**src/rtl/hier_path_decoder.sv**
```systemverilog
// Hierarchical path decoder.
//
// Collects a path of base-FANOUT digits (most significant level first) and
// folds them into a flat node index. A path ends on the digit flagged by
// in_last. The decoded result is then held on the output side until the
// consumer takes it.
//
// A path is marked bad if any digit is >= FANOUT or if it is longer than
// DEPTH digits. Once a path is bad, the index stops changing. The digit
// count keeps advancing, but it stops at DEPTH+1.
//
// Ports:
//   clk, rst_n           clock, asynchronous active-low reset
//   in_valid / in_ready  digit handshake; in_digit, in_last qualify it
//   out_valid / out_ready result handshake
//   out_index            flat node index (0 while collecting)
//   out_depth            digits received, saturating at DEPTH+1 (0 while collecting)
//   out_err              path invalid (0 while collecting)
module hier_path_decoder #(
  parameter int unsigned FANOUT = 5,
  parameter int unsigned DEPTH  = 10,
  parameter int unsigned IDX_W  = 24,
  parameter int unsigned DIG_W  = 3,
  parameter int unsigned CNT_W  = 4
) (
  input  logic             clk,
  input  logic             rst_n,
  input  logic             in_valid,
  output logic             in_ready,
  input  logic [DIG_W-1:0] in_digit,
  input  logic             in_last,
  output logic             out_valid,
  input  logic             out_ready,
  output logic [IDX_W-1:0] out_index,
  output logic [CNT_W-1:0] out_depth,
  output logic             out_err
);

  localparam logic [IDX_W-1:0] FanoutIdx = IDX_W'(FANOUT);
  localparam logic [CNT_W-1:0] DepthCnt  = CNT_W'(DEPTH);
  localparam logic [CNT_W-1:0] DepthSat  = CNT_W'(DEPTH + 1);

  typedef enum logic [0:0] {StAccum, StOut} state_e;

  state_e            state_q, state_d;
  logic [IDX_W-1:0]  acc_q, acc_d;
  logic [CNT_W-1:0]  cnt_q, cnt_d;
  logic              err_q, err_d;

  logic              digit_fire;
  logic              result_fire;
  logic              digit_bad;
  logic              too_deep;

  assign digit_fire  = in_valid && (state_q == StAccum);
  assign result_fire = out_ready && (state_q == StOut);

  // Compare in 32 bits so a FANOUT wider than the digit never wraps.
  assign digit_bad = (32'(in_digit) >= FANOUT);
  // This digit would be number DEPTH+1 or later.
  assign too_deep  = (cnt_q >= DepthCnt);

  // ---------------------------------------------------------------------------
  // FSM: state register
  // ---------------------------------------------------------------------------
  always_ff @(posedge clk or negedge rst_n) begin
    if (!rst_n) begin
      state_q <= StAccum;
    end else begin
      state_q <= state_d;
    end
  end

  // ---------------------------------------------------------------------------
  // FSM: next state
  // ---------------------------------------------------------------------------
  always_comb begin
    state_d = state_q;
    unique case (state_q)
      StAccum: if (digit_fire && in_last) state_d = StOut;
      StOut:   if (result_fire)           state_d = StAccum;
      default:                            state_d = StAccum;
    endcase
  end

  // ---------------------------------------------------------------------------
  // FSM: outputs
  // ---------------------------------------------------------------------------
  always_comb begin
    in_ready  = 1'b0;
    out_valid = 1'b0;
    out_index = '0;
    out_depth = '0;
    out_err   = 1'b0;
    unique case (state_q)
      StAccum: begin
        in_ready = 1'b1;
      end
      StOut: begin
        out_valid = 1'b1;
        out_index = acc_q;
        out_depth = cnt_q;
        out_err   = err_q;
      end
      default: begin
        in_ready = 1'b1;
      end
    endcase
  end

  // ---------------------------------------------------------------------------
  // Datapath: accumulator, digit count, sticky error
  // ---------------------------------------------------------------------------
  always_comb begin
    acc_d = acc_q;
    cnt_d = cnt_q;
    err_d = err_q;
    if (result_fire) begin
      acc_d = '0;
      cnt_d = '0;
      err_d = 1'b0;
    end else if (digit_fire) begin
      if (cnt_q != DepthSat) begin
        cnt_d = cnt_q + CNT_W'(1);
      end
      if (digit_bad || too_deep) begin
        err_d = 1'b1;
      end
      // Only a good digit within depth on a still-clean path moves the index.
      if (!err_q && !digit_bad && !too_deep) begin
        acc_d = acc_q * FanoutIdx + IDX_W'(in_digit);
      end
    end
  end

  always_ff @(posedge clk or negedge rst_n) begin
    if (!rst_n) begin
      acc_q <= '0;
      cnt_q <= '0;
      err_q <= 1'b0;
    end else begin
      acc_q <= acc_d;
      cnt_q <= cnt_d;
      err_q <= err_d;
    end
  end

endmodule

```
**config.mk**
```make
export PLATFORM = sky130hd
export DESIGN_NAME = hier_path_decoder
export DESIGN_NICKNAME = d
export VERILOG_FILES = /design/src/rtl/hier_path_decoder.sv
export SDC_FILE = /design/constraint.sdc
export NUM_CORES = 1
export LEC_CHECK = 0
export CORE_ASPECT_RATIO = 1.4
export CORE_MARGIN = 1.5
export CORE_UTILIZATION = 38
export DETAILED_ROUTE_END_ITERATION = 7
export PLACE_DENSITY_LB_ADDON = 0.12
export SYNTH_ARGS = -nofsm -noshare
export SYNTH_HDL_FRONTEND = slang
export SYNTH_SLANG_ARGS = --single-unit
```
**constraint.sdc**
```tcl
create_clock -name clk -period 4.95 [get_ports clk]
set_clock_uncertainty 0.05 [all_clocks]
set_input_delay 0.99 -clock clk [delete_from_list [all_inputs] [get_ports clk]]
set_output_delay 0.99 -clock clk [all_outputs]
set_load 0.05 [all_outputs]
```
=== After elaboration in Yosys (flattened, before gate mapping) ===
Cells that the tools add are included.

* Bitwise operators: 1
* Add/subtract/negate cells: 2
* Equal/unequal tests: 1
* $lt $le $gt $ge: 2
* Muxes and demuxes: 17
* Reduce and logical (&&, ||, !) cells: 16
* Multiply operators: 1

{| class="wikitable"
|+ Operators by type and width
! operator !! number
|-
| 24-bit two-way mux || 4
|-
| 24-bit by 3-bit adder with 24-bit output || 1
|-
| 24-bit by 3-bit multiplier with 24-bit output (second input constant) || 1
|-
| 4-bit two-way mux || 4
|-
| 1-bit two-way mux || 8
|-
| 2-bit nonzero test || 4
|-
| 2-bit AND reduction || 3
|-
| 1-bit logical AND || 5
|-
| 4-bit by 1-bit adder with 4-bit output (second input constant) || 1
|-
| 4-bit >= comparator (second input constant) || 1
|-
| 4-bit != test (second input constant) || 1
|-
| 3-bit >= comparator (second input constant) || 1
|-
| 1-bit zero test || 3
|-
| 1-bit one-hot mux with 2 select lines || 1
|-
| 1-bit logical OR || 1
|-
| 1-bit inverter || 1
|}

* Bits in registers: 30
* Output and inout port bits: 31

=== Logic depth before layout (Yosys ltp) ===
Gate-level depths: netlist (run 1).

* Word-level depth: 7
* Depth in mapped cells: 10

=== Worst setup path before layout (run 1) ===
No wires, ideal clock.

* Kind: input port to flip-flop
* Start: in in_digit[1]
* End: reg acc_q[17]
* Library setup time: 0.120 ns
* Data arrival time: 3.203 ns
* Stages: 9
* Slack: 1.577 ns
* Path buffers: 0
* Cell sequence: ha_1 > ha_1 > fa_1 > a211o_1 > a211o_1 > nand3_2 > a21oi_2 > or3_1 > a31o_1

* Word-level cells in the longest chain between the ends: 6
* Elaborated cells between the ends (all ways): 10
* Classes of those cells: add/sub (1); order compare (1); mux (3); reduce/logical (5)

{| class="wikitable"
|+ RTL lines
! what !! RTL line !! text
|-
| start: declaration || 30 || <nowiki>input logic [DIG_W-1:0] in_digit,</nowiki>
|-
| branches (longest 6 deep; another with 24-bit by 3-bit adder with 24-bit output) || n/a ||
|-
| end signal: assignment || 138 || <nowiki>acc_q <= '0;</nowiki>
|-
| end signal: assignment || 142 || <nowiki>acc_q <= acc_d;</nowiki>
|-
| end: declaration || 46 || <nowiki>logic [IDX_W-1:0] acc_q, acc_d;</nowiki>
|}

Several ways; the timed one is not identified. The select of a mux whose other input is x is not followed.
A chain may end at the register's enable or synchronous reset.

=== Worst setup path after layout (run 1) ===
Same ends and word-level chain as after synthesis.

==> results of run 1 <==
==> final cells by class <==
cell class | count | area, um^2
sequential | 30 | 751
clock buffer | 6 | 139
inverter | 5 | 18.8
fill | 811 | 4330
clock inverter | 2 | 60.1
timing repair buffer | 41 | 403
multi-input combinational | 316 | 2420
tap | 102 | 128
==> stage by stage <==
stage               instances  worst slack, ns  util [%]  power (mW)
floorplan                 369             1.58         -        1.23
global placement          494             1.04      45.1        1.48
detailed placement        494            0.979      45.1        1.49
CTS                       502             1.26      47.5        1.92
global route              502             1.13      47.5        2.07
finish                    502             1.24      47.5        1.91
==> kinds of logic after synthesis <==
group | Yosys count | synth area share (%)
and+or+nand+nor | 129 | 20.9
AOI/OAI and AO/OA | 101 | 21.7
adders and majority gates | 69 | 26.6
DFF | 30 | 22.9
buffers and inverters | 23 | 3.28
xor gates and xnor gates | 15 | 4.01
muxes | 2 | 0.611
==> registers in the layout, indices dropped and copies added (netlist names) <==
signal	count
acc_q	24
cnt_q	4
err_q	1
state_q	1
==> worst reg2reg max path, delay by kind of cell (launching register included) <==
| family | cells | cell delay (ns) |
|---|---|---|
| adders and majority gates | 3 | 0.98 |
| and+or+nand+nor | 1 | 0.20 |
| muxes | 1 | 0.23 |
| AOI/OAI and AO/OA | 4 | 1.15 |
| DFF | 1 | 0.43 |
==> report_power, final <==
part           switching, mW  total, mW  internal [mW]  leakage (nW)
registers              0.111      0.439          0.328         0.404
logic                  0.627       1.04          0.416          1.45
clock network          0.121      0.424          0.302        0.0971
==> layer usage <==
metal	part of all wire [%]	track usage, %	wire [um]	vias to the layer above
li1	-	-	-	1442
met1	42	21.2	3420	1324
met2	52	33.2	4210	57
met3	2.7	2.10	214	14
met4	2.7	9.77	219	0
met5	0	0	0	-
==> synth_stat cells (10+ instances only) <==
master    count
and2_1       31
o21ai_0      16
nor2_1       18
nand2_1      23
nor3_1       12
a21oi_1      23
dfrtp_1      30
ha_1         68
xnor2_1      10
clkbuf_1     11
nand3_1      22
==> final timing paths <==
kind | cells past startpoint | to | slack (ns)
hold reg to reg | 2 | err_q | 0.51
hold / removal | 2 | err_q | 0.51
min in group asynchronous | 2 | acc_q[10] | 1.06
max in group asynchronous | 2 | acc_q[6] | 3.47
setup reg to reg | 9 | acc_q[20] | 1.77
setup / recovery | 10 | acc_q[17] | 1.24
==> results_dict.tcl, run 1 <==
set metrics [dict create \
    grt_pass1_wl_um 13400 \
    cp-start-kind "input port" \
    cts_made_buffers 5 \
    slew_violations 0 \
    start_util_pct 39.7 \
    leakage_nw 1.95 \
    crit_chain "clkdlybuf4s50_1 > ha_1 > ha_1 > fa_1 > a211o_1 > a211o_1 > nand3_2 > a21oi_2 > or3_1 > a31o_1" \
    holdWs_ns 0.509 \
    cts.clk_slew.worst_paths_ns 0.06 \
    initialDrtViolationCount 95 \
    cp_data_required_time_ns 5.07 \
    synth_top_area_cell "ha_1" \
    yosys_warnings 0 \
    postCtsSetupRepairBufs 0 \
    max_stage_delay_ns 0.44 \
    htree_num_levels 2 \
    synthFlopType "dfrtp_1" \
    drc_errors 0 \
    finalHoldViolations 0 \
    port_buffers 38 \
    hold_class "reg -> reg" \
    ant_nets 0 \
    fin_setup_tns_ns 0 \
    avgRoutedWirePerCell_um 16.1 \
    synth_nets 446 \
    placementRows 39 \
    hold_start "err_q" \
    cts_tree "yes" \
    critical_path.top_delay_family "compound AO/OA/AOI/OAI gates" \
    worst-path-buf-inv 1 \
    io-pin-count 39 \
    setup_viol 0 \
    synth_cell_types 53 \
    synthCells 369 \
    cts_resized 0 \
    syn_avg_cell_area_um2 8.88 \
    max_freq_ghz 0.269 \
    cap_violations 0 \
    hold_buffers 0 \
    globalRouteTotalUtil_pct 18.7 \
    status "complete, no violations" \
    drt_wl_total_um 8060 \
    most-common-layout-cells "68 x ha_1, 38 x clkdlybuf4s50_1, 31 x and2_1" \
    dieArea_um2 9190 \
    crit_path_start "in_digit[1]" \
    min_period_over_period_pct 75.0 \
    synthTopCellsByArea "ha_1 26%, dfrtp_1 23%, and2_1 5.9%" \
    p_per_area_nw_per_um2 487 \
    layout-drive-gt1-share_pct 5.25 \
    clockBufferDepth 2 \
    r2r-start "acc_q[2]" \
    synth_edf_count 0 \
    placed_cell_area_um2 3720 \
    yosysSeqAreaShare_pct 22.9 \
    num_vias 2837 \
    netlist.area_leader.share_pct 26.0 \
    grt_pass1_vias 2821 \
    ir_drop_mv 0.225 \
    viasPerCell 5.65 \
    clock_sinks 30 \
    cts-root-buf "clkbuf_16" \
    worstSetupPathType "in -> reg" \
    synth-seq-cells 30 \
    firstDrtPassIters 4 \
    cp.arrival_ns 3.83 \
    worst_slew_pin_slew_ns 0.867 \
    core_region_area_um2 8250 \
    async_flop_share_pct 100 \
    overflow 0 \
    final_common_cell "ha_1" \
    n_antenna_cell 0 \
    insertion_delay_ns 0.28 \
    netlist_area_um2 3280 \
    final_nets 476 \
    maxSlewHeadroom_pct 42.2 \
    final_area_um2 3920 \
    grt_setup_unrepaired "false" \
    die_height_um 113 \
    crit_path_max_fanout 4 \
    syn2layout_area_growth_pct 19.6 \
    grt_max_degree 34 \
    worst_setup_path_end_kind "register" \
    die_x_um 81.5 \
    critPathSlowestCell "fa_1" \
    antenna_found_initial 0 \
    place_hpwl_um 6130 \
    finalWeightedCongestion 0.829 \
    final.min_clock_period_ns 3.71 \
]
(Power assumes the default switching activity.)
==> run 2: changes to the inputs <==
==> constraint.sdc (replaced) <==
create_clock -name clk -period 3.1 [get_ports clk]
set_clock_uncertainty 0.05 [all_clocks]
set_input_delay 0.62 -clock clk [delete_from_list [all_inputs] [get_ports clk]]
set_output_delay 0.62 -clock clk [all_outputs]
set_load 0.05 [all_outputs]
==> run 2 against run 1 <==
Global-route usage increased by 0.79 points. Hold slack got worse by 0.0093 ns. Non-clock buffer count increased by 27. Cell area increased by 6.4%. Die area unchanged. Utilization increased by 3.0 points. First-iteration DRC count increased by 11%. Critical path depth unchanged. Power increased by 63%.
==> results_dict.tcl, run 2 (same netlist as run 1, synthesis figures left out) <==
set metrics [dict create \
    layout-drive-gt1-share_pct 13.1 \
    grt_pass1_wl_um 14200 \
    most-common-layout-cells "65 x ha_1, 35 x clkdlybuf4s50_1, 31 x and2_1" \
    grt_max_degree 31 \
    insertion_delay_ns 0.28 \
    crit_path_max_fanout 3 \
    finalWeightedCongestion 0.842 \
    regMostFlops "acc_q" \
    final_nets 503 \
    cts.clk_slew.worst_paths_ns 0.06 \
    cts_made_buffers 5 \
    dieArea_um2 9190 \
    grt_pass1_vias 3050 \
    worst_slew_pin_slew_ns 0.506 \
    final_util_pct 50.5 \
    cts_tree "yes" \
    die_x_um 81.5 \
    antenna_found_initial 0 \
    finalHoldViolations 0 \
    n_antenna_cell 0 \
    hold_start "err_q" \
    final_common_cell "ha_1" \
    cp.arrival_ns 3.12 \
    busiest_layer "met2" \
    io-pin-count 39 \
    status "complete, no violations" \
    fillCellCount 805 \
    globalRouteTotalUtil_pct 19.5 \
    holdWs_ns 0.499 \
    met3_usage_pct 1.85 \
    syn2layout_area_growth_pct 27.2 \
    worst_setup_path_end_kind "register" \
    leakage_nw 2.10 \
    max_freq_ghz 0.333 \
    start_util_pct 39.7 \
    use_met2_pct 35.0 \
    crit_path_start "in_digit[1]" \
    worstSetupPathType "in -> reg" \
    top_regs "acc_q (24), cnt_q (4)" \
    cp-start-kind "input port" \
    viasPerCell 5.70 \
    fin_cells 529 \
    slew_violations 0 \
    setup_viol 0 \
    die_height_um 113 \
    maxSlewHeadroom_pct 66.2 \
    place_hpwl_um 6500 \
    cp_data_required_time_ns 3.22 \
    min_period_over_period_pct 96.8 \
    hold_class "reg -> reg" \
    ir_drop_mv 0.338 \
    cap_violations 0 \
    ant_nets 0 \
    htree_num_levels 2 \
    use_met1_pct 22.6 \
    port_buffers 38 \
    drc_errors 0 \
    largest_register_ffs 24 \
    r2r-start "acc_q[3]" \
    final.min_clock_period_ns 3.00 \
    avgRoutedWirePerCell_um 16.1 \
    num_vias 3014 \
    overflow 0 \
    initialDrtViolationCount 105 \
    firstDrtPassIters 4 \
    clockBufferDepth 2 \
    hold_buffers 0 \
    final_area_um2 4170 \
    p_per_area_nw_per_um2 745 \
    placementRows 39 \
    fin_ws_ns 0.0990 \
    drt_wl_total_um 8490 \
    core_region_area_um2 8250 \
    cts-root-buf "clkbuf_16" \
    placed_cell_area_um2 3910 \
    numPlacedInstances 518 \
    clock_sinks 30 \
    post-place-ws_ns -0.467 \
]
==> run 2: changes by cell type in the layout (fill, tap and decap cells not counted), moves of 2 or more <==
cell / previous run / this run
buf_4: 3 / 29
dlymetal6s2s_1: 0 / 2
bufinv_16: 2 / 0
ha_2: 0 / 2
clkdlybuf4s50_1: 38 / 35
ha_1: 68 / 65
==> run 2: cell type report <==
| cell class | instances | area, um^2 | area share, % |
|---|---|---|---|
| repair buffers | 68 | 622 | 14.9 |
| flip-flops and latches | 30 | 751 | 18.0 |
| clock inverters | 2 | 12.5 | 0.300 |
| clock buffers | 6 | 139 | 3.33 |
| inverters | 5 | 18.8 | 0.451 |
| multi-input cells | 316 | 2490 | 59.9 |
| well taps | 102 | 128 | 3.06 |
==> run 2: worst paths after layout <==
| check | to | slack (ns) | depth (start not counted) |
|---|---|---|---|
| max | acc_q[17] | 0.1 | 10 |
| max in group asynchronous | acc_q[2] | 1.99 | 2 |
| min | err_q | 0.50 | 2 |
| max reg2reg | acc_q[17] | 0.11 | 10 |
| min reg2reg | err_q | 0.50 | 2 |
| min in group asynchronous | acc_q[4] | 0.69 | 2 |
==> run 2: critical path, cell delays in order <==
cell           delay, ns
dlygate4sd2_1       0.24
ha_1                0.27
ha_2                0.19
fa_2                0.39
a211o_1             0.34
a211o_4             0.37
nand3_4             0.08
a21oi_2             0.06
or3_1               0.32
a31o_1              0.21
==> run 2: timing repair <==
| action | in CTS | in global routing |
|---|---|---|
| pin swaps | 8 | 7 |
| setup buffers | 3 | 0 |
| endpoints found under the setup margin | 5 | 8 |
| gates resized for setup | 4 | 11 |
==> run 2: layer usage <==
| metal | up-vias | share of wire (%) |
|---|---|---|
| met5 | - | 0 |
| met1 | 1455 | 41 |
| met2 | 46 | 54 |
| li1 | 1497 | - |
| met3 | 16 | 2.0 |
| met4 | 0 | 2.6 |
==> run 2: report_power, final <==
group | total, mW | switching [mW] | internal [mW]
clock | 0.514 | 0.195 | 0.318
sequential | 0.686 | 0.162 | 0.524
combinational | 1.90 | 1.08 | 0.824
total | 3.10 | 1.44 | 1.67
==> run 2: metrics by stage <==
stage	power [mW]	TNS, ns
6_report	3.10	0
2_1_floorplan	1.97	0
5_1_grt	3.39	-0.00273
3_3_place_gp	2.52	-2.15
4_1_cts	3.08	0
3_5_place_dp	2.53	-2.45
==> run 3: changes to the inputs <==
--- a/config.mk
+++ b/config.mk
@@ -5,9 +5,12 @@
 export SDC_FILE = /design/constraint.sdc
 export NUM_CORES = 1
 export LEC_CHECK = 0
+export ABC_AREA = 1
+export CELL_PAD_IN_SITES_DETAIL_PLACEMENT = 2
+export CELL_PAD_IN_SITES_GLOBAL_PLACEMENT = 2
 export CORE_ASPECT_RATIO = 1.4
 export CORE_MARGIN = 1.5
-export CORE_UTILIZATION = 38
+export CORE_UTILIZATION = 28
 export DETAILED_ROUTE_END_ITERATION = 7
 export PLACE_DENSITY_LB_ADDON = 0.12
 export SYNTH_ARGS = -nofsm -noshare
==> run 3 against run 2 <==
Die area up 47%. Combinational power decreased by 6%. Hold slack got worse by 0.017 ns. Sequential share of layout area decreased by 0.57 points. Synthesized area is 9.5% higher. Via count grew 22%. Critical path type is now reg -> reg. Largest cell class unchanged.
==> results_dict.tcl, run 3 <==
set metrics [dict create \
    largest_register_ffs 24 \
    slew_violations 0 \
    final.min_clock_period_ns 2.82 \
    cp-start-kind "register" \
    syn_avg_cell_area_um2 6.40 \
    grt_pass1_wl_um 21700 \
    avgRoutedWirePerCell_um 17.3 \
    power.total_mw 3.17 \
    grt_pass1_vias 4198 \
    firstDrtPassIters 6 \
    grt_max_degree 31 \
    synthTopCellsByArea "ha_1 24%, nand2_1 23%, dfrtp_1 21%" \
    maxSlewHeadroom_pct 58.3 \
    cts-root-buf "clkbuf_16" \
    cts_resized 0 \
    final_common_cell "nand2_1" \
    setup_viol 0 \
    globalRouteTotalUtil_pct 20.9 \
    synth_common_cells "220 x nand2_1, 105 x inv_1, 68 x ha_1" \
    ant_nets 0 \
    layout-drive-gt1-share_pct 7.41 \
    drt_wl_total_um 13100 \
    async_flop_share_pct 100 \
    most-common-layout-cells "220 x nand2_1, 105 x inv_1, 68 x ha_1" \
    cts_tree "yes" \
    hold_buffers 0 \
    synth_most_common_cell "nand2_1" \
    dieArea_um2 13500 \
    antenna_found_initial 0 \
    cts_made_buffers 5 \
    clockBufferDepth 2 \
    hold_class "reg -> reg" \
    final_nets 683 \
    viasPerCell 4.86 \
    worstSetupPathType "reg -> reg" \
    synth_top_area_cell "ha_1" \
    die_x_um 98.6 \
    cts.clk_slew.worst_paths_ns 0.06 \
    place_hpwl_um 10600 \
    leakage_nw 2.81 \
    n_antenna_cell 0 \
    min_period_over_period_pct 91.0 \
    worst_slew_pin_slew_ns 0.626 \
    final_area_um2 4300 \
    max_freq_ghz 0.355 \
    regMostFlops "acc_q" \
    numPlacedInstances 749 \
    crit_path_max_fanout 5 \
    status "complete, no violations" \
    postCtsSetupRepairBufs 0 \
    ir_drop_mv 0.291 \
    synth-seq-cells 30 \
    synth_edf_count 0 \
    cp.arrival_ns 2.94 \
    fin_cells 757 \
    start_util_pct 28.8 \
    overflow 0 \
    worst_setup_path_end_kind "register" \
    io-pin-count 39 \
    synthFlopType "dfrtp_1" \
    netlist_area_um2 3590 \
    syn2layout_area_growth_pct 20.0 \
    p_per_area_nw_per_um2 738 \
    cp_data_required_time_ns 3.22 \
    clock_sinks 30 \
    finalHoldViolations 0 \
    post-place-ws_ns -0.00215 \
    synth_nets 637 \
    placed_cell_area_um2 4100 \
    yosys_warnings 0 \
    yosysSeqAreaShare_pct 20.9 \
    port_buffers 38 \
    core_region_area_um2 12400 \
    htree_num_levels 2 \
    cap_violations 0 \
    insertion_delay_ns 0.29 \
    placementRows 48 \
    synthCells 560 \
    initialDrtViolationCount 85 \
    die_height_um 137 \
    fin_ws_ns 0.279 \
    num_vias 3679 \
    synth_cell_types 29 \
    drc_errors 0 \
    grt_setup_unrepaired "false" \
    netlist.area_leader.share_pct 23.7 \
    finalWeightedCongestion 0.817 \
    top_regs "acc_q (24), cnt_q (4)" \
]
==> run 3: cell count changes in the layout (fill, tap and decap cells not counted), moves of 8 or more <==
cell / previous run / this run
nand2_1: 23 / 220
nand3_1: 22 / 30
inv_1: 5 / 105
and2_1: 31 / 1
clkdlybuf4s50_1: 35 / 16
nor2_1: 18 / 35
nor3_1: 11 / 3
==> run 3: cell type report <==
class	count	area [um^2]
inverters	108	410
clock buffers	6	139
repair buffers	45	378
multi-input cells	416	2380
flip-flops and latches	30	751
clock inverters	2	60.1
fillers	1544	8130
well taps	150	188
==> run 3: worst paths after layout <==
| kind | start | end | slack [ns] | cells after the start |
|---|---|---|---|---|
| min reg2reg | acc_q[22] | acc_q[22] | 0.48 | 2 |
| min | acc_q[22] | acc_q[22] | 0.48 | 2 |
| max in group asynchronous | rst_n | acc_q[0] | 1.94 | 2 |
| max | acc_q[9] | acc_q[18] | 0.28 | 12 |
| max reg2reg | acc_q[9] | acc_q[18] | 0.28 | 12 |
| min in group asynchronous | rst_n | acc_q[12] | 0.72 | 2 |
==> run 3: per-layer routing <==
| layer | wire, um | GRT usage (%) | vias to the layer above |
|---|---|---|---|
| li1 | - | - | 1820 |
| met1 | 5250 | 22.4 | 1793 |
| met2 | 7330 | 42.2 | 46 |
| met3 | 202 | 2.30 | 20 |
| met4 | 308 | 6.51 | 0 |
| met5 | 0 | 0 | - |
==> run 3: power breakdown <==
part           switching, mW  internal [mW]  total (mW)
Clock                  0.217          0.484       0.701
Sequential             0.184          0.509       0.693
Combinational           1.14          0.640        1.78
Total                   1.54           1.63        3.17
==> run 3: kinds of logic (layout without fill, tap and decap cells) <==
group           count (synthesis)  in the layout  synth area share [%]
compound gates                 36             36                  5.30
simple gates                  303            303                  34.7
buf+inv                       114            161                  12.8
fa+ha+maj                      69             69                  24.3
xor+xnor                        8              8                  1.95
flops                          30             30                  20.9
==> run 3: worst max-delay path: stages, from the launching register on <==
cell and delay [ns]:
dfrtp_1 0.45, ha_1 0.30, ha_1 0.30, ha_1 0.39, nand2_1 0.14, nor2_1 0.26, nand3_1 0.17, nand3_1 0.20
nand2_1 0.14, nand2_1 0.09, nand2_1 0.05, nand3_1 0.10, nand2_1 0.07
==> run 3: through the flow <==
step | utilization [%] | TNS (ns) | hold WS, ns
floorplan | - | 0 | 0.274
global placement | 33.0 | 0 | 0.456
detailed placement | 33.0 | -0.00215 | 0.481
CTS | 34.6 | 0 | 0.495
global route | 34.6 | 0 | 0.522
finish | 34.6 | 0 | 0.483
